**config.mk**
```make
export PLATFORM = sky130hd
export DESIGN_NAME = alu_seq
export DESIGN_NICKNAME = d
export VERILOG_FILES = /design/src/rtl/alu_seq.sv
export SDC_FILE = /design/constraint.sdc
export NUM_CORES = 1
export LEC_CHECK = 0
export CORE_ASPECT_RATIO = 0.6
export CORE_MARGIN = 2
export CORE_UTILIZATION = 50
export CTS_BUF_LIST = sky130_fd_sc_hd__clkbuf_16
export DETAILED_ROUTE_END_ITERATION = 10
export GPL_TIMING_DRIVEN = 0
export PLACE_DENSITY = 0.78
export SLEW_MARGIN = 0
export SYNTH_ARGS = -nofsm -noshare
export SYNTH_HDL_FRONTEND = slang
export SYNTH_SLANG_ARGS = --single-unit
```
**constraint.sdc**
```tcl
create_clock -name clk -period 2.3 [get_ports clk]
set_input_delay 0.575 -clock clk [delete_from_list [all_inputs] [get_ports clk]]
set_output_delay 0.575 -clock clk [all_outputs]
set_load 0.05 [all_outputs]
```
**src/rtl/alu_seq.sv**
```systemverilog
// Multicycle 4-bit ALU with a start/done handshake. Multiply (shift-add) and
// divide/modulo (restoring) iterate over four cycles; all other ops take one.
module alu_seq (
  input  logic       clk,
  input  logic       rst,
  input  logic       start,
  input  logic [3:0] a,
  input  logic [3:0] b,
  input  logic [3:0] op,
  output logic [3:0] y,
  output logic [4:0] f,
  output logic       busy,
  output logic       done
);

  typedef enum logic [1:0] {IDLE, EXEC, DONE} state_t;
  typedef enum logic [3:0] {
    OP_ADD = 4'd0, OP_SUB = 4'd1, OP_MUL = 4'd2, OP_DIV = 4'd3, OP_MOD = 4'd4,
    OP_AND = 4'd5, OP_OR  = 4'd6, OP_XOR = 4'd7, OP_SHL = 4'd8, OP_SHR = 4'd9
  } op_t;

  state_t     state, state_nx;
  op_t        op_in, op_r;
  logic [3:0] a_r, b_r;
  logic [2:0] cnt;
  logic [7:0] prod;
  logic [3:0] rem, quo;
  logic       accept, multi;

  logic [4:0] mul_sum, div_trial, div_sub;
  logic       div_ge;
  logic [4:0] sum5, diff5;
  logic [3:0] res_y;
  logic       res_c, res_v, res_e;

  assign op_in = op_t'(op);
  assign multi = ((op_in == OP_MUL) || (op_in == OP_DIV) || (op_in == OP_MOD)) && (b != '0);
  assign busy  = (state == EXEC);
  assign done  = (state == DONE);

  always_ff @(posedge clk) begin
    if (rst) state <= IDLE;
    else     state <= state_nx;
  end

  always_comb begin
    state_nx = state;
    accept   = 1'b0;
    case (state)
      IDLE: if (start) begin
        accept   = 1'b1;
        state_nx = EXEC;
      end
      EXEC: if (cnt == '0) state_nx = DONE;
      DONE: begin
        if (start) begin
          accept   = 1'b1;
          state_nx = EXEC;
        end else begin
          state_nx = IDLE;
        end
      end
      default: state_nx = IDLE;
    endcase
  end

  // One shift-add step on {acc, multiplier}; one restoring-division step on {rem, quo}
  always_comb begin
    mul_sum   = {1'b0, prod[7:4]} + (prod[0] ? {1'b0, a_r} : 5'd0);
    div_trial = {rem, quo[3]};
    div_ge    = (div_trial >= {1'b0, b_r});
    div_sub   = div_trial - {1'b0, b_r};
  end

  always_comb begin
    sum5  = {1'b0, a_r} + {1'b0, b_r};
    diff5 = {1'b0, a_r} - {1'b0, b_r};
    res_y = '0;
    res_c = 1'b0;
    res_v = 1'b0;
    res_e = 1'b0;
    case (op_r)
      OP_ADD: begin
        res_y = sum5[3:0];
        res_c = sum5[4];
        res_v = (a_r[3] == b_r[3]) && (sum5[3] != a_r[3]);
      end
      OP_SUB: begin
        res_y = diff5[3:0];
        res_c = diff5[4];
        res_v = (a_r[3] != b_r[3]) && (diff5[3] != a_r[3]);
      end
      OP_MUL: begin
        res_y = prod[3:0];
        res_c = (prod[7:4] != '0);
      end
      OP_DIV: begin
        if (b_r == '0) res_e = 1'b1;
        else           res_y = quo;
      end
      OP_MOD: begin
        if (b_r == '0) res_e = 1'b1;
        else           res_y = rem;
      end
      OP_AND: res_y = a_r & b_r;
      OP_OR:  res_y = a_r | b_r;
      OP_XOR: res_y = a_r ^ b_r;
      OP_SHL: begin
        res_y = {a_r[2:0], 1'b0};
        res_c = a_r[3];
      end
      OP_SHR: begin
        res_y = {1'b0, a_r[3:1]};
        res_c = a_r[0];
      end
      default: res_e = 1'b1;
    endcase
  end

  always_ff @(posedge clk) begin
    if (rst) begin
      y    <= '0;
      f    <= '0;
      cnt  <= '0;
      a_r  <= '0;
      b_r  <= '0;
      op_r <= OP_ADD;
      prod <= '0;
      rem  <= '0;
      quo  <= '0;
    end else if (accept) begin
      a_r  <= a;
      b_r  <= b;
      op_r <= op_in;
      cnt  <= multi ? 3'd4 : 3'd0;
      prod <= {4'b0000, b};
      rem  <= '0;
      quo  <= a;
    end else if (state == EXEC) begin
      if (cnt != '0) begin
        // Both iterators advance every step; only the one matching op_r is used
        prod <= {mul_sum, prod[3:1]};
        rem  <= div_ge ? div_sub[3:0] : div_trial[3:0];
        quo  <= {quo[2:0], div_ge};
        cnt  <= cnt - 3'd1;
      end else begin
        y <= res_y;
        f <= {res_y[3], (res_y == '0), res_c, res_v, res_e};
      end
    end
  end

endmodule

```
# Word level (Yosys, flattened, before mapping)
# Cells that the tools add are included.
# classes
addsub	5
magnitude_cmp	1
eq_ne	20
n_mux	25
bitwise_logic	5
reduce_logical	23
# op_table
operator	count
2-to-1 mux 4 bit	10
case mux 4 bit (10 select lines)	1
equality test 4 x 3 -> 1 bit (second input constant)	5
equality test 4 x 2 -> 1 bit (second input constant)	4
logical NOT 4 bit	3
2-to-1 mux 3 bit	4
adder 4 x 4 -> 5 bit	2
equality test 4 bit (second input constant)	2
nonzero test 4 bit	2
OR reduction 8 bit	1
case mux 2 bit (3 select lines)	1
AND reduction 2 bit	3
OR reduction 2 bit	3
greater-or-equal comparator 5 x 4 -> 1 bit	1
case mux 1 bit (5 select lines)	1
subtractor 4 x 4 -> 5 bit	1
AND 4 bit	1
equality test 4 x 1 -> 1 bit (second input constant)	1
2-to-1 mux 1 bit	4
2-to-1 mux 2 bit	2
bitwise OR 4 bit	1
case mux 1 bit (2 select lines)	2
nonzero test 2 bit	2
subtractor 4 bit	1
other kinds (15)	21
# word_totals
ff_bits	42
inputBits	15
output_inout_bits	11
wordCells	90

# Depth between registers and ports, before layout
# Gate-level depths: netlist of the first run.
# depth
depth_word	6
ltp_mapped	10
ltp_nobuf	10

# Worst setup path after synthesis of the first run
# Ideal clock, no wire load.
# synth_path
kind	flip-flop to flip-flop
start	register b_r[1]
end	register y[3]
setup_time_ns	0.139
arrival_time_ns	2.006
t_required_ns	2.161
path_slack_ns	0.155
stages_incl_launch_ff	9
n_path_buf	0
synth_period_minus_slack_ns	2.145
cell_sequence	dfxtp_1 -> inv_1 -> ha_1 -> nor3_2 -> a211o_1 -> mux2i_1 -> xor2_1 -> a2111oi_2 -> a211oi_1
# synth_between
elab_chain_cells	3
elab_cells_between_ends	6
cone_classes	add/sub: 2; mux: 3; reduce/logical: 1
# synth_rtl
element	line_no	rtl
from (decl)	24	logic [3:0] a_r, b_r;
from (signal assigned)	126	b_r <= '0;
from (signal assigned)	133	b_r <= b;
branches (longest 2 deep; another with subtractor 4 x 4 -> 5 bit)	n/a	
case mux 4 bit (10 select lines) *	82	case (op_r)
to (signal assigned)	147	y <= res_y;
to (decl)	10	output logic [3:0] y,
# Mark *: on every way between the ends.
# A chain may end at the register's enable or synchronous reset.

# Final worst setup path of the first run
# layout_path
start	register b_r[2]
end	register y[3]
# The elaborated chain is that of the path after synthesis.

==> key figures, run 1 <==
Status
  – Status: complete, no violations

CTS
  – Clock sink total: 41
  – Latest clock arrival within the worst-skew pair: 0.29 ns
  – CTS clock-pin slew for the worst setup and hold paths: 0.06 ns
  – CTS root buffer: clkbuf_16
  – CTS H-tree depth: 2
  – CTS tree: yes
  – # Post-CTS Setup Buffers: 0
  – Clock Tree Buf Depth: 2
  – Hold bufs inserted after CTS: 0
  – Cts bufs inserted: 5

Floorplan
  – Initial Util: 0.529
  – Die area: 0.00608 mm2
  – FP Rows: 20
  – Die width: 99.4 um
  – IO Pins: 26
  – Die H: 61.2 um
  – Core ar.: 0.00515 mm2

Timing
  – Tmin final: 2.24 ns
  – Peak Freq: 446 MHz
  – Min Hold Slack: 0.500 ns
  – Slew at the pin closest to its max-slew limit: 0.579 ns
  – Setup-failing EPs final: 0
  – Max-slew headroom: 0.613
  – Part of the cycle the worst path needs: 0.974
  – Final Hold Viols: 0
  – Count of pins over their slew limit: 0
  – PnR worst setup slack: 0.0598 ns
  – TNS Setup: 0 ns
  – Clock Skew: 0.00502 ns

Worst hold path
  – Min-delay worst type: flop to flop
  – Hold path depth: 2
  – Worst Hold Launch: y[0]

GRT
  – Largest net degree at the start of global routing: 14
  – Vias in the first global route: 2435
  – First-pass GRT wire length: 12800 um
  – GRT overflow: 0
  – Number of antenna violations at the first check in global routing: 0
  – Total Routing Usage GR: 0.279

Power and ir drop
  – Leakage: 1.27 nW
  – Total Power: 0.00207 W
  – PwrDens: 625 mW/mm2
  – Max IR drop VDD: 394 uV

Logic synthesis
  – FFs w/ async S/R, synth: 0
  – Synthesized net count: 381
  – Mapped cell area: 0.00273 mm2
  – EDFF count, synth: 0
  – Synth Instances: 340
  – Post-synth top flop: dfxtp_1
  – Number of synthesized register bits: 41
  – Yosys cell types: 57
  – Yosys warns: 0
  – Post-Syn Area per Cell: 8.02 um2
  – Post-synthesis sequential area ratio: 0.301

Setup path
  – Worst reg2reg path depth: 9
  – Origin of the critical flop-to-flop path: b_r[2]
  – CP peak stage delay: 0.39 ns
  – Largest fanout on the critical path: 7
  – Startpoint class of the critical path: flop
  – Critical path class: flop to flop
  – WP data required: 2.45 ns
  – Critical Path AT: 2.39 ns
  – CP Capture Point: y[3]
  – CP max-delay cell: dfxtp_4
  – Reg2reg setup slack: 0.06 ns
  – Endpoint class of the critical path: flop
  – Worst r2r dst: y[3]
  – Worst Setup SP: b_r[2]
  – Critical path, cell by cell: inv_1, ha_4, buf_6, nor3_2, a211o_1, mux2i_2, xor2_1, a2111oi_4, a211oi_1

Finish
  – Commonest non-fill, non-tap cell in the layout: nand2_1
  – Final nets: 412
  – Finished Core Util: 0.642
  – Fraction of layout cells with a size suffix above 1: 0.121
  – Area grow syn2layout: 21.3%
  – Filler cell count: 436
  – Ant. Diodes: 0
  – Most frequent cells in the layout: nand2_1, dfxtp_1, nor2_1, a21oi_1, clkdlybuf4s50_1

Place
  – Dpl ws: -0.298 ns
  – IO Port Bufs: 24
  – Detailed Place HPWL: 5900 um
  – Placer Congestion: 1.01

Detailed routing
  – Antenna-violating nets left: 0
  – Wirelength per Cell: 18.5 um
  – Detailed Route Iter0 Violations: 338
  – Via count: 2620
  – Pre-Repair DR Iteration Count: 5
  – Final WL: 8090 um
  – Vias per cell: 5.98
  – Residual DRC: 0

Run
  – Max cap viols: 0
==> critical path: cells and delay by family (launching register included) <==
kind                       cells  cell delay, ns
buffers and inverters          2            0.24
muxes                          1            0.21
DFF                            1            0.39
AOI/OAI and AO/OA              3            0.81
and+or+nand+nor                1            0.05
xor gates and xnor gates       1            0.13
adders and majority gates      1            0.28
==> timing repair <==
action | in CTS | in global routing
endpoints found under the setup margin | 6 | 7
pin swaps | 2 | 4
endpoints found under the hold margin | 0 | 0
gates resized for setup | 5 | 19
==> worst min-delay path by stage <==
stage,to,slack [ns]
after floorplan,prod[6],0.45
after global placement,prod[6],0.46
after detailed placement,f[1],0.48
after CTS,y[2],0.49
after global routing,f[0],0.52
final,y[0],0.50
==> registers in the layout, indices dropped and copies added (netlist names) <==
register  cells
f             4
rem           4
cnt           3
y             4
state         2
op_r          4
b_r           4
a_r           4
quo           4
prod          8
==> metrics by stage <==
stage / instances / area [um2]
floorplan: 340 / 2730
global route: 438 / 3310
CTS: 438 / 3240
global placement: 430 / 3050
finish: 438 / 3310
detailed placement: 430 / 3050
==> per-layer routing <==
metal	track usage	part of all wire
met4	0.0665	0.012
met1	0.397	0.46
met3	0.0829	0.11
met5	0	0
met2	0.423	0.41
==> cell type report <==
type / count / area (um2) / share of cell area
Multi-Input combinational cell: 256 / 1780 / 0.538
Buffer: 22 / 110 / 0.0333
Sequential cell: 41 / 843 / 0.255
Timing Repair Buffer: 24 / 243 / 0.0733
Clock buffer: 5 / 125 / 0.0378
Clock inverter: 3 / 42.5 / 0.0129
Inverter: 21 / 81.3 / 0.0246
Tap cell: 66 / 82.6 / 0.0250
==> cells in the mapped netlist, types with 3 or more instances <==
cell type,n,area (um2)
dfxtp_1,41,821
clkbuf_1,8,30.0
a311oi_1,4,35.0
nand2b_1,6,37.5
a21oi_1,23,115
nand3_1,4,20.0
a31oi_1,7,43.8
buf_2,10,50.1
mux2i_1,8,80.1
a211oi_1,6,45.0
ha_1,22,275
nor3b_1,4,30.0
nor3_1,7,35.0
nand2_1,55,206
inv_1,21,78.8
o21ai_0,11,55.1
nor2b_1,9,56.3
a32oi_1,4,35.0
nor2_1,27,101
nor4_1,4,25.0
fa_1,4,80.1
xnor2_1,4,35.0
xor2_1,3,26.3
and2_1,4,25.0
==> cells by family (layout without fill, tap and decap cells) <==
kind of cell | count (synthesis) | count (layout) | share of synthesized area
DFF | 41 | 41 | 0.301
and+or+nand+nor | 133 | 133 | 0.240
xor gates and xnor gates | 7 | 7 | 0.0225
adders and majority gates | 26 | 26 | 0.130
AOI/OAI and AO/OA | 80 | 80 | 0.200
muxes | 10 | 10 | 0.0376
buffers and inverters | 43 | 75 | 0.0693
==> power breakdown <==
part | internal (W) | switching, W
registers | 0.000744 | 0.0000444
logic | 0.000186 | 0.000281
clock network | 0.000510 | 0.000301
Note: power is estimated with default switching activity, not from simulation.
==> run 2, diff against run 1 <==
--- a/config.mk
+++ b/config.mk
@@ -11,6 +11,7 @@
 export CTS_BUF_LIST = sky130_fd_sc_hd__clkbuf_16
 export DETAILED_ROUTE_END_ITERATION = 10
 export GPL_TIMING_DRIVEN = 0
+export MAX_ROUTING_LAYER = met4
 export PLACE_DENSITY = 0.78
 export SLEW_MARGIN = 0
 export SYNTH_ARGS = -nofsm -noshare
==> constraint.sdc (replaced) <==
create_clock -name clk -period 2.2 [get_ports clk]
set_input_delay 0.55 -clock clk [delete_from_list [all_inputs] [get_ports clk]]
set_output_delay 0.55 -clock clk [all_outputs]
set_load 0.05 [all_outputs]
==> key figures, run 2 (synthesis gave the netlist of run 1 again) <==
GRT
  – First-pass GRT wire length: 12600 um (was 12800 um)
  – Vias in the first global route: 2534 (was 2435)
  – Largest net degree at the start of global routing: 15 (was 14)
  – GRT overflow: 0 (unchanged)
  – Number of antenna violations at the first check in global routing: 0 (unchanged)
  – Total Routing Usage GR: 0.279 (about the same)

Power and ir drop
  – Leakage: 1.27 nW (about the same)
  – Total Power: 0.00206 W (was 0.00207 W)
  – Max IR drop VDD: 452 uV (was 394 uV)
  – PwrDens: 621 mW/mm2 (was 625 mW/mm2)

Setup path
  – CP peak stage delay: 0.42 ns (was 0.39 ns)
  – CP max-delay cell: a2111oi_4 (was dfxtp_4)
  – Critical path class: flop to flop (unchanged)
  – Startpoint class of the critical path: flop (unchanged)
  – Endpoint class of the critical path: flop (unchanged)
  – Reg2reg setup slack: -0.03 ns (was 0.06 ns)
  – Worst reg2reg path depth: 8 (was 9)
  – Origin of the critical flop-to-flop path: b_r[1] (was b_r[2])
  – WP data required: 2.35 ns (was 2.45 ns)
  – Critical Path AT: 2.38 ns (was 2.39 ns)
  – Critical path, cell by cell: clkinvlp_4, ha_4, nor3_2, a211o_1, mux2i_1, xor2_1, a2111oi_4, a211oi_2 (was inv_1, ha_4, buf_6, nor3_2, a211o_1, mux2i_2, xor2_1, a2111oi_4, a211oi_1)
  – Worst r2r dst: y[3] (unchanged)
  – Largest fanout on the critical path: 6 (was 7)

Place
  – Placer Congestion: 0.979 (was 1.01)
  – Dpl ws: -0.336 ns (was -0.298 ns)
  – Post-Place Cells: 430 (unchanged)
  – IO Port Bufs: 24 (unchanged)
  – Detailed Place HPWL: 5820 um (was 5900 um)

Timing
  – Setup-failing EPs final: 2 (was 0)
  – Final Hold Viols: 0 (unchanged)
  – Count of pins over their slew limit: 0 (unchanged)
  – TNS Setup: -0.0482 ns (was 0 ns)
  – Slew at the pin closest to its max-slew limit: 0.668 ns (was 0.579 ns)
  – PnR worst setup slack: -0.0340 ns (was 0.0598 ns)
  – Max-slew headroom: 0.554 (was 0.613)
  – RSZ-0062 raised after global routing: yes
  – Tmin final: 2.23 ns (was 2.24 ns)
  – Part of the cycle the worst path needs: 1.02 (was 0.974)
  – Peak Freq: 448 MHz (was 446 MHz)
  – Clock Skew: 0.00373 ns (was 0.00502 ns)

CTS
  – CTS clock-pin slew for the worst setup and hold paths: 0.06 ns (about the same)
  – Clock Tree Buf Depth: 2 (unchanged)
  – Cts bufs inserted: 5 (unchanged)
  – Hold bufs inserted after CTS: 0 (unchanged)
  – CTS root buffer: clkbuf_16 (unchanged)
  – Latest clock arrival within the worst-skew pair: 0.29 ns (about the same)
  – CTS tree: yes (unchanged)
  – Clock sink total: 41 (unchanged)
  – CTS H-tree depth: 2 (unchanged)

Detailed routing
  – Via count: 2702 (was 2620)
  – Detailed Route Iter0 Violations: 248 (was 338)
  – Pre-Repair DR Iteration Count: 7 (was 5)
  – Wirelength per Cell: 17.4 um (was 18.5 um)
  – Antenna-violating nets left: 0 (unchanged)
  – Vias per cell: 6.09 (was 5.98)
  – Residual DRC: 0 (unchanged)
  – Final WL: 7750 um (was 8090 um)

Finish
  – Most frequent cells in the layout: nand2_1, dfxtp_1, nor2_1, a21oi_1, clkdlybuf4s50_1 (unchanged)
  – Fraction of layout cells with a size suffix above 1: 0.140 (was 0.121)
  – Commonest non-fill, non-tap cell in the layout: nand2_1 (unchanged)
  – Layout Cells excl Fill: 444 (was 438)
  – Max FFs per register: 8 (unchanged)
  – Finished Core Util: 0.644 (was 0.642)
  – Largest reg by FF count: prod (unchanged)
  – Area grow syn2layout: 21.7% (was 21.3%)
  – Final nets: 418 (was 412)
  – Ant. Diodes: 0 (unchanged)

Run
  – Max cap viols: 0 (unchanged)

Worst hold path
  – Worst Hold Launch: prod[6] (was y[0])
  – Hold path depth: 2 (unchanged)
  – Hold Path End: prod[6] (was y[0])
  – Min-delay worst type: flop to flop (unchanged)

Status
  – Failing checks: setup timing
  – Status: finished with violations (was complete, no violations)

Floorplan
  – Initial Util: 0.529 (unchanged)
  – IO Pins: 26 (unchanged)
  – Die H: 61.2 um (unchanged)
  – Core ar.: 0.00515 mm2 (unchanged)
  – FP Rows: 20 (unchanged)
  – Die area: 0.00608 mm2 (unchanged)
  – Die width: 99.4 um (unchanged)
-- run 2: stage by stage --
step,hold WS [ns],area [um2]
after floorplan,0.449,2730
after global placement,0.469,3050
after detailed placement,0.479,3050
after CTS,0.487,3280
after global routing,0.511,3320
final,0.487,3320
-- run 2: worst max path at each step --
stage,slack [ns],endpoint,start
after CTS,0.004,f[3],a_r[2]
after global placement,-0.33,y[3],b_r[1]
after detailed placement,-0.34,y[3],b_r[1]
final,-0.03,y[3],b_r[1]
after global routing,-0.1,y[3],b_r[1]
after floorplan,0.05,y[3],b_r[1]
-- run 2: layout make-up --
cell class | instances | area (um2)
clock inverter | 3 | 21.3
clock buffer | 5 | 125
buffer | 21 | 98.8
inverter | 21 | 82.6
multi-input combinational | 256 | 1770
fill | 424 | 1840
tap | 66 | 82.6
timing repair buffer | 31 | 292
sequential | 41 | 843
-- run 2: repair_timing --
action	in CTS	in global routing
setup buffers	3	4
pin swaps	7	0
gates resized for setup	18	6
endpoints found under the setup margin	9	6
-- run 2: metal layers --
layer | part of all wire | global-route usage
met1 | 0.46 | 0.383
met2 | 0.40 | 0.400
met3 | 0.12 | 0.0738
met4 | 0.022 | 0.0959
met5 | 0 | -
-- run 2: worst max-delay path: cells and delay by family, from the launching register on --
kind	cells	cell delay, ns
adder cells (fa/ha/maj)	1	0.31
buffers and inverters	1	0.16
flip-flops	1	0.41
XOR/XNOR	1	0.13
AND/OR/NAND/NOR	1	0.04
AO/OA/AOI/OAI	3	0.84
multiplexers	1	0.19
-- run 2: where the power goes --
| part | leakage [nW] | switching [W] | internal, W |
|---|---|---|---|
| Sequential | 0.339 | 0.0000441 | 0.000778 |
| Clock | 0.0702 | 0.000321 | 0.000422 |
| Combinational | 0.861 | 0.000295 | 0.000201 |
| Total | 1.27 | 0.000659 | 0.00140 |
==> run 3, diff against run 2 <==
--- a/config.mk
+++ b/config.mk
@@ -12,7 +12,7 @@
 export DETAILED_ROUTE_END_ITERATION = 10
 export GPL_TIMING_DRIVEN = 0
 export MAX_ROUTING_LAYER = met4
-export PLACE_DENSITY = 0.78
+export PLACE_DENSITY = 0.81
 export SLEW_MARGIN = 0
 export SYNTH_ARGS = -nofsm -noshare
 export SYNTH_HDL_FRONTEND = slang
==> constraint.sdc (replaced) <==
create_clock -name clk -period 2 [get_ports clk]
set_input_delay 0.5 -clock clk [delete_from_list [all_inputs] [get_ports clk]]
set_output_delay 0.5 -clock clk [all_outputs]
set_load 0.05 [all_outputs]
==> key figures, run 3 (synthesis gave the netlist of run 1 again) <==
Finish
  – Max FFs per register: 8 (unchanged)
  – Finished Core Util: 0.664 (was 0.644)
  – Commonest non-fill, non-tap cell in the layout: nand2_1 (unchanged)
  – Fraction of layout cells with a size suffix above 1: 0.178 (was 0.140)
  – Final nets: 421 (was 418)
  – Area grow syn2layout: 25.6% (was 21.7%)
  – Ant. Diodes: 0 (unchanged)
  – Largest reg by FF count: prod (unchanged)
  – Most frequent cells in the layout: nand2_1, dfxtp_1, nor2_1, a21oi_1, clkdlybuf4s50_1 (unchanged)
  – Filler cell count: 438 (was 424)

CTS
  – Clock Tree Buf Depth: 2 (unchanged)
  – CTS root buffer: clkbuf_16 (unchanged)
  – Cts bufs inserted: 5 (unchanged)
  – Clock sink total: 41 (unchanged)
  – Latest clock arrival within the worst-skew pair: 0.28 ns (was 0.29 ns)
  – CTS clock-pin slew for the worst setup and hold paths: 0.06 ns (about the same)
  – CTS tree: yes (unchanged)
  – CTS H-tree depth: 2 (unchanged)
  – Hold bufs inserted after CTS: 0 (unchanged)

Timing
  – Tmin final: 2.21 ns (was 2.23 ns)
  – Count of pins over their slew limit: 0 (unchanged)
  – PnR worst setup slack: -0.208 ns (was -0.0340 ns)
  – Clock Skew: 0.00602 ns (was 0.00373 ns)
  – Setup-failing EPs final: 2 (unchanged)
  – Part of the cycle the worst path needs: 1.10 (was 1.02)
  – Final Hold Viols: 0 (unchanged)
  – RSZ-0062 raised after global routing: yes (unchanged)
  – Slew at the pin closest to its max-slew limit: 0.593 ns (was 0.668 ns)
  – Peak Freq: 453 MHz (was 448 MHz)
  – Max-slew headroom: 0.605 (was 0.554)

GRT
  – GR Util met2: 0.403 (was 0.400)
  – First-pass GRT wire length: 12500 um (was 12600 um)
  – Total Routing Usage GR: 0.284 (was 0.279)
  – GRT overflow: 0 (unchanged)
  – Global route hottest layer: met2 (unchanged)
  – Global routing usage on met1: 0.394 (was 0.383)
  – Largest net degree at the start of global routing: 14 (was 15)
  – Vias in the first global route: 2374 (was 2534)
  – Met3 GRT Util: 0.0908 (was 0.0738)
  – Number of antenna violations at the first check in global routing: 0 (unchanged)

Setup path
  – Critical path class: flop to flop (unchanged)
  – CP peak stage delay: 0.42 ns (about the same)
  – Delay-heaviest family, CP: adder cells (was compound AO/OA/AOI/OAI gates)
  – Endpoint class of the critical path: flop (unchanged)
  – Largest fanout on the critical path: 6 (unchanged)
  – Critical path, cell by cell: ha_1, fa_1, xor2_1, nand3b_1, o211ai_1, a211oi_2, nor3b_2, a31o_1 (was clkinvlp_4, ha_4, nor3_2, a211o_1, mux2i_1, xor2_1, a2111oi_4, a211oi_2)
  – Reg2reg setup slack: -0.21 ns (was -0.03 ns)
  – WP buf/inv: 0 (was 1)
  – Worst reg2reg path depth: 8 (unchanged)
  – CP max-delay cell: fa_1 (was a2111oi_4)
  – Worst r2r dst: f[3] (was y[3])
  – Startpoint class of the critical path: flop (unchanged)
  – Origin of the critical flop-to-flop path: b_r[0] (was b_r[1])
  – Critical Path AT: 2.44 ns (was 2.38 ns)
  – WP data required: 2.23 ns (was 2.35 ns)

Detailed routing
  – Antenna-violating nets left: 0 (unchanged)
  – Residual DRC: 0 (unchanged)
  – Final WL: 8210 um (was 7750 um)
  – Via count: 2666 (was 2702)
  – Pre-Repair DR Iteration Count: 7 (unchanged)
  – Detailed Route Iter0 Violations: 257 (was 248)
  – Wirelength per Cell: 18.4 um (was 17.4 um)
  – Vias per cell: 5.96 (was 6.09)

Place
  – Placer Congestion: 0.996 (was 0.979)
  – Detailed Place HPWL: 5690 um (was 5820 um)
  – Dpl ws: -0.296 ns (was -0.336 ns)
  – IO Port Bufs: 24 (unchanged)

Power and ir drop
  – Leakage: 1.32 nW (was 1.27 nW)
  – PwrDens: 702 mW/mm2 (was 621 mW/mm2)
  – Max IR drop VDD: 397 uV (was 452 uV)

Worst hold path
  – Hold path depth: 2 (unchanged)
  – Worst Hold Launch: f[1] (was prod[6])
  – Hold Path End: f[1] (was prod[6])
  – Min-delay worst type: flop to flop (unchanged)

Floorplan
  – Die H: 61.2 um (unchanged)
  – FP Rows: 20 (unchanged)
  – Die width: 99.4 um (unchanged)
  – Core ar.: 0.00515 mm2 (unchanged)
  – IO Pins: 26 (unchanged)
  – Die area: 0.00608 mm2 (unchanged)
  – Initial Util: 0.529 (unchanged)

Status
  – Status: finished with violations (unchanged)
  – Failing checks: setup timing (unchanged)

Run
  – Max cap viols: 0 (unchanged)
==> run 3: worst register-to-register path: stages (launching register included) <==
cell      delay (ns)
dfxtp_4         0.39
ha_1            0.27
fa_1            0.42
xor2_1          0.20
nand3b_1        0.11
o211ai_1        0.13
a211oi_2        0.27
nor3b_2         0.21
a31o_1          0.16
==> run 3: report_power, final <==
part	total [W]	switching, W	internal, W
clock network	0.000926	0.000339	0.000587
logic	0.000580	0.000345	0.000234
registers	0.000899	0.0000437	0.000856
==> run 3: worst max-delay path by stage <==
stage | startpoint | endpoint | slack (ns) | cells after the start
after floorplan | a_r[0] | f[3] | 0.02 | 10
after global placement | a_r[0] | f[3] | -0.27 | 10
after detailed placement | start | rem[0] | -0.30 | 7
after CTS | a_r[0] | f[3] | -0.14 | 10
after global routing | a_r[0] | f[3] | -0.33 | 10
final | b_r[0] | f[3] | -0.21 | 8
==> run 3: final cells by class <==
cell class / count / area (um2) / area share
clock buffer: 5 / 125 / 0.0365
buffer: 20 / 101 / 0.0296
tap: 66 / 82.6 / 0.0241
timing repair buffer: 35 / 323 / 0.0943
sequential: 41 / 845 / 0.247
clock inverter: 3 / 42.5 / 0.0124
multi-input combinational: 256 / 1820 / 0.531
inverter: 21 / 86.3 / 0.0252
==> run 3: routing by layer <==
| layer | routed length [um] | vias to the layer above |
|---|---|---|
| met5 | 0 | - |
| met1 | 3860 | 1237 |
| met4 | 79 | 0 |
| met3 | 941 | 14 |
| li1 | - | 1268 |
| met2 | 3330 | 147 |
==> run 3: per-stage QoR <==
stage	setup TNS, ns	hold WS [ns]	total power (W)	cells	area, um2
after CTS	-0.212	0.487	0.00236	447	3350
after global routing	-1.07	0.513	0.00249	447	3420
after detailed placement	-2.47	0.476	0.00141	430	3070
final	-0.268	0.490	0.00241	447	3420
after global placement	-2.20	0.470	0.00141	430	3070
after floorplan	0	0.449	0.00126	340	2750
==> run 3: timing repair <==
action                                  in CTS  in global routing
pin swaps                                    6                 11
gates cloned                                 0                  0
setup buffers                                9                  2
endpoints found under the setup margin      11                 14
resized for setup                           18                 20
==> RTL edit 1: new RTL, flow settings as in run 3 <==
Register the inputs `start`, `a`, `b` and `op` before use, without a reset. The logic sees them one clock later. Comments in the files are not updated.
--- a/src/rtl/alu_seq.sv
+++ b/src/rtl/alu_seq.sv
@@ -19,6 +19,18 @@
     OP_AND = 4'd5, OP_OR  = 4'd6, OP_XOR = 4'd7, OP_SHL = 4'd8, OP_SHR = 4'd9
   } op_t;
 
+  logic start_q;
+  logic [3:0] a_q;
+  logic [3:0] b_q;
+  logic [3:0] op_q;
+
+  always_ff @(posedge clk) begin
+    start_q <= start;
+    a_q     <= a;
+    b_q     <= b;
+    op_q    <= op;
+  end
+
   state_t     state, state_nx;
   op_t        op_in, op_r;
   logic [3:0] a_r, b_r;
@@ -33,8 +45,8 @@
   logic [3:0] res_y;
   logic       res_c, res_v, res_e;
 
-  assign op_in = op_t'(op);
-  assign multi = ((op_in == OP_MUL) || (op_in == OP_DIV) || (op_in == OP_MOD)) && (b != '0);
+  assign op_in = op_t'(op_q);
+  assign multi = ((op_in == OP_MUL) || (op_in == OP_DIV) || (op_in == OP_MOD)) && (b_q != '0);
   assign busy  = (state == EXEC);
   assign done  = (state == DONE);
 
@@ -47,13 +59,13 @@
     state_nx = state;
     accept   = 1'b0;
     case (state)
-      IDLE: if (start) begin
+      IDLE: if (start_q) begin
         accept   = 1'b1;
         state_nx = EXEC;
       end
       EXEC: if (cnt == '0) state_nx = DONE;
       DONE: begin
-        if (start) begin
+        if (start_q) begin
           accept   = 1'b1;
           state_nx = EXEC;
         end else begin
@@ -129,13 +141,13 @@
       rem  <= '0;
       quo  <= '0;
     end else if (accept) begin
-      a_r  <= a;
-      b_r  <= b;
+      a_r  <= a_q;
+      b_r  <= b_q;
       op_r <= op_in;
       cnt  <= multi ? 3'd4 : 3'd0;
-      prod <= {4'b0000, b};
+      prod <= {4'b0000, b_q};
       rem  <= '0;
-      quo  <= a;
+      quo  <= a_q;
     end else if (state == EXEC) begin
       if (cnt != '0) begin
         // Both iterators advance every step; only the one matching op_r is used
Behaviour: not the same (a bounded check fails within 4 cycles, from zero or initial values and one cycle with rst high).
==> RTL edit 1 against run 3 <==
The flow still finishes with violations (negative setup slack); sequential cell count increased by 13; worst setup slack improved by 120 ps; synthesized area is 12% higher; sequential power is 33% higher; routed wire length grew 4.0%; power rose by 17%; critical path depth fell by 1; design area up 11%; worst hold slack worse by 28 ps; combinational power grew 5.9%; die area up 12%; critical endpoint unchanged; largest power group is now registers; highest routed layer unchanged.
==> RTL edit 1: results (changes against run 3) <==
finalSetupViolations: 1  # was 2
clk_pin_slew_worst_paths_ps: 70
reg2reg_depth: 7  # was 8
status: "finished, violations left"  # unchanged
dpl_worst_slack_ps: -288  # was -296 ps
min_from: "a_q[3]$_DFF_P_"  # was f[1]$_SDFFE_PP0P_
synthTopCellsByArea: "dfxtp_1 35%, ha_1 9.0%, nand2_1 6.4%, a21oi_1 4.1%, nor2_1 3.1%"  # was dfxtp_1 30%, ha_1 10%, nand2_1 7.6%, a21oi_1 4.2%, nor2_1 3.7%
layout_setup_ws_ps: -88.1  # was -208 ps
n_fill_cell: 522  # was 438
synthTopCellsByCount: "54 x dfxtp_1, 52 x nand2_1, 25 x a21oi_1, 25 x nor2_1, 22 x ha_1"  # was 55 x nand2_1, 41 x dfxtp_1, 27 x nor2_1
fin_setup_tns_ps: -88.1  # was -268 ps
worst-path-max-fanout: 4  # was 6
place_area_sq_um: 3420  # was 3070 sq um
critPathArrivalTime_ps: 2320  # was 2440 ps
first_pass_iters: 6  # was 7
cp_top_family: "adder cells"  # unchanged
power_leakage_nw: 1.43  # was 1.32 nW
grt_first_pass_wirelength_mm: 13.7  # was 12.5 mm
place.gp.congestion: 0.949  # was 0.996
grt_util_all_layers: 0.266  # was 0.284
synth_cell_type_count: 68  # was 57
worst_slew_pin_slew_ps: 586  # was 593 ps
dp.cells: 466  # was 430
synth_cells: 358  # was 340
hpwl_mm: 6.09  # was 5.69 mm
vdd_ir_drop_max_mv: 0.426  # was 0.397 mV
grt_max_degree: 18  # was 14
drive_gt1_frac: 0.176  # was 0.178
violations: "negative setup slack"  # unchanged
seq_area_frac_synth: 0.352  # was 0.301
routed_wirelength_mm: 8.54  # was 8.21 mm
vias: 2848  # was 2666
crit_start: "a_r[0]$_SDFFE_PP0P_"  # was b_r[0]$_SDFFE_PP0P_
skew_ps: 5.49  # was 6.02 ps
synth.net_count: 399  # was 381
first_global_vias: 2635  # was 2374
wl_per_cell_um: 17.7  # was 18.4 um
drt-initial-drc-count: 308  # was 257
switchingPower_mw: 0.841  # was 0.728 mW
[RTL edit 1: layout make-up]
class                   instances  area [sq um]  area share
well taps                      84           105      0.0276
clock buffers                   5           125      0.0329
clock inverters                 3          42.5      0.0112
multi-input cells             263          1910       0.502
inverters                      19          73.8      0.0194
plain buffers                  21           140      0.0369
repair buffers                 33           304      0.0800
flip-flops and latches         54          1100       0.290
[RTL edit 1: kinds of logic (layout without fill, tap and decap cells)]
kind of cell | count (synthesis) | after routing | synth area share
multiplexers | 3 | 3 | 0.0102
XOR/XNOR | 5 | 5 | 0.0143
adder cells (fa/ha/maj) | 26 | 26 | 0.116
buffers and inverters | 41 | 81 | 0.0685
flip-flops | 54 | 54 | 0.352
AO/OA/AOI/OAI | 84 | 84 | 0.182
AND/OR/NAND/NOR | 145 | 145 | 0.257
[RTL edit 1: power groups by stage]
stage | combinational, mW | clock [mW] | sequential (mW)
3_5_place_dp | 0.533 | 0 | 1.22
4_1_cts | 0.580 | 1.00 | 1.19
5_1_grt | 0.657 | 1.07 | 1.21
3_3_place_gp | 0.525 | 0 | 1.22
6_report | 0.614 | 1.01 | 1.20
2_1_floorplan | 0.338 | 0 | 1.25
[RTL edit 1: per-layer routing]
metal / vias to the layer above / share of wire / track usage
met1: 1329 / 0.46 / 0.382
li1: 1354 / - / -
met4: 0 / 0.023 / 0.0717
met5: - / 0 / -
met2: 144 / 0.41 / 0.375
met3: 21 / 0.11 / 0.0614
[RTL edit 1: worst min-delay path by stage]
stage                           end  slack, ps  cells after the start
6_report        a_r[3]$_SDFFE_PP0P_        460                      2
5_1_grt           f[2]$_SDFFE_PP0P_        460                      2
4_1_cts         a_r[3]$_SDFFE_PP0P_        460                      2
3_5_place_dp    a_r[3]$_SDFFE_PP0P_        450                      2
3_3_place_gp   op_r[0]$_SDFFE_PP0P_        450                      2
2_1_floorplan  op_r[0]$_SDFFE_PP0P_        430                      2
[RTL edit 1: tightest hold or removal path, stage by stage (launching register included)]
cell	delay (ps)
dfxtp_1	320
nand2_1	50
a21oi_1	50
[RTL edit 1: what timing repair did]
action                                  in CTS  in global routing
setup buffers                                7                  2
pin swaps                                    6                  8
gates resized for setup                     25                 20
gates cloned                                 0                  0
endpoints found under the setup margin      14                 18
==> RTL edit 2: new RTL, config.mk and constraints of run 3 <==
Made on the original files. Reset style: asynchronous (`rst`), changed in 2 clocked blocks.
--- a/src/rtl/alu_seq.sv
+++ b/src/rtl/alu_seq.sv
@@ -38,7 +38,7 @@
   assign busy  = (state == EXEC);
   assign done  = (state == DONE);
 
-  always_ff @(posedge clk) begin
+  always_ff @(posedge clk or posedge rst) begin
     if (rst) state <= IDLE;
     else     state <= state_nx;
   end
@@ -117,7 +117,7 @@
     endcase
   end
 
-  always_ff @(posedge clk) begin
+  always_ff @(posedge clk or posedge rst) begin
     if (rst) begin
       y    <= '0;
       f    <= '0;
Behaviour: differs if rst is asserted again (counterexample within 4 cycles, from zero or initial values and one cycle with rst high); with rst held inactive, the same outputs for 10 cycles.
==> RTL edit 2 against run 3 <==
The flow still finishes with violations (negative setup slack); global-route usage is 0.88 points higher; design area is 8.8% higher; synthesized area is 5.3% higher; worst setup slack worse by 91 ps; non-clock buffer count is 8 higher; sequential cell count stayed put; routed wire length is 4.1% higher; critical path type unchanged; critical endpoint is now y[2]$_DFFE_PP0P_.
Power is left out: the tool's default activity adds up to more than one toggle a clock period on the data nets, which glitch-free logic cannot reach.
==> RTL edit 2: results (changes against run 3) <==
status: "finished, violations left"  # unchanged
violations: "negative setup slack"  # unchanged
place.gp.congestion: 1.04  # was 0.996
n_fill_cell: 472  # was 438
drt-initial-drc-count: 189  # was 257
drive_gt1_frac: 0.249  # was 0.178
clk_pin_slew_worst_paths_ps: 60  # about the same
first_pass_iters: 5  # was 7
grt_max_degree: 42  # was 14
reg2reg_depth: 7  # was 8
layout_setup_ws_ps: -300  # was -208 ps
n_all_inverters: 23  # was 21
routed_wirelength_mm: 8.55  # was 8.21 mm
worst-path-max-fanout: 4  # was 6
finalSetupViolations: 4  # was 2
n_all_buffers: 63  # was 55
synthTopCellsByCount: "43 x nand2_1, 41 x dfrtp_1, 22 x ha_1"  # was 55 x nand2_1, 41 x dfxtp_1, 27 x nor2_1
wl_met3_um: 827  # was 941 um
seq_area_frac_synth: 0.357  # was 0.301
viasPerCell: 5.94  # was 5.96
synth_compound_area_frac: 0.188  # was 0.200
vias: 2690  # was 2666
hold_path_end: "f[0]$_DFFE_PP0P_"  # was f[1]$_SDFFE_PP0P_
grt_first_pass_wirelength_mm: 13.8  # was 12.5 mm
grtUsageMet2: 0.403  # about the same
regArea_sq_um: 1030  # was 845 sq um
met3_usage: 0.0694  # was 0.0908
drv_cap: 0  # unchanged
max_slew_margin: 0.419  # was 0.605
nNetsFinal: 413  # was 421
clock_area_frac: 0.0376  # was 0.0490
r2r-end: "y[2]$_DFFE_PP0P_"  # was f[3]$_SDFFE_PP0P_
async_flop_share: 1.00  # was 0
met2WireLength_mm: 3.57  # was 3.33 mm
crit_start: "b_r[0]$_DFFE_PP0P_"  # was b_r[0]$_SDFFE_PP0P_
skew_ps: 6.93  # was 6.02 ps
synth_cells: 318  # was 340
dp.cells: 423  # was 430
drt-met1-wl_mm: 4.03  # was 3.86 mm
multi_input_gates: 238  # was 256
synthMuxAreaShare: 0.0375  # was 0.0376
port_buffers: 25  # was 24
synth_fa_ha_area_frac: 0.124  # was 0.130
use_met1: 0.442  # was 0.394
hpwl_mm: 6.14  # was 5.69 mm
synth.net_count: 359  # was 381
critPathArrivalTime_ps: 2470  # was 2440 ps
min_from: "f[0]$_DFFE_PP0P_"  # was f[1]$_SDFFE_PP0P_
multi_input_area_share: 0.486  # was 0.531
grt_util_all_layers: 0.293  # was 0.284
signal_buffer_area_fraction: 0.146  # was 0.124
synthTopCellsByArea: "dfrtp_1 36%, ha_1 9.6%, nand2_1 5.6%, o21ai_0 3.3%, fa_1 2.8%"  # was dfxtp_1 30%, ha_1 10%, nand2_1 7.6%, a21oi_1 4.2%, nor2_1 3.7%
design.seq.count: 41  # unchanged
## RTL edit 2: cell count changes after synthesis, moves of 8 or more
cell,delta
dfrtp_1,+41
dfxtp_1,-41
nand2_1,-12
a21oi_1,-11
buf_2,-10
nand3_1,+10
nor2_1,-10
o21ai_0,+8
## RTL edit 2: timing repair
item / 4_1_cts / 5_1_grt
setup endpoints to repair: 26 / 30
gates resized for setup: 33 / 22
pin swaps: 10 / 8
setup buffers: 20 / 4
## RTL edit 2: through the flow
step	util	area [sq um]	TNS (ps)	worst slack (ps)	hold slack [ps]
after global placement	0.583	3250	-19160	-499	463
after CTS	0.656	3650	-685	-269	485
after floorplan	-	2900	-234	-166	461
after detailed placement	0.583	3250	-5160	-375	471
after global routing	0.669	3730	-1170	-361	520
final	0.669	3730	-842	-300	480
## RTL edit 2: critical path, cell delays in order (launching register included)
cell and delay [ps]:
dfrtp_2 480, ha_4 200, fa_2 360, nor2_1 190, or3_1 140, a21boi_1 60
or4_4 490, mux2_4 270
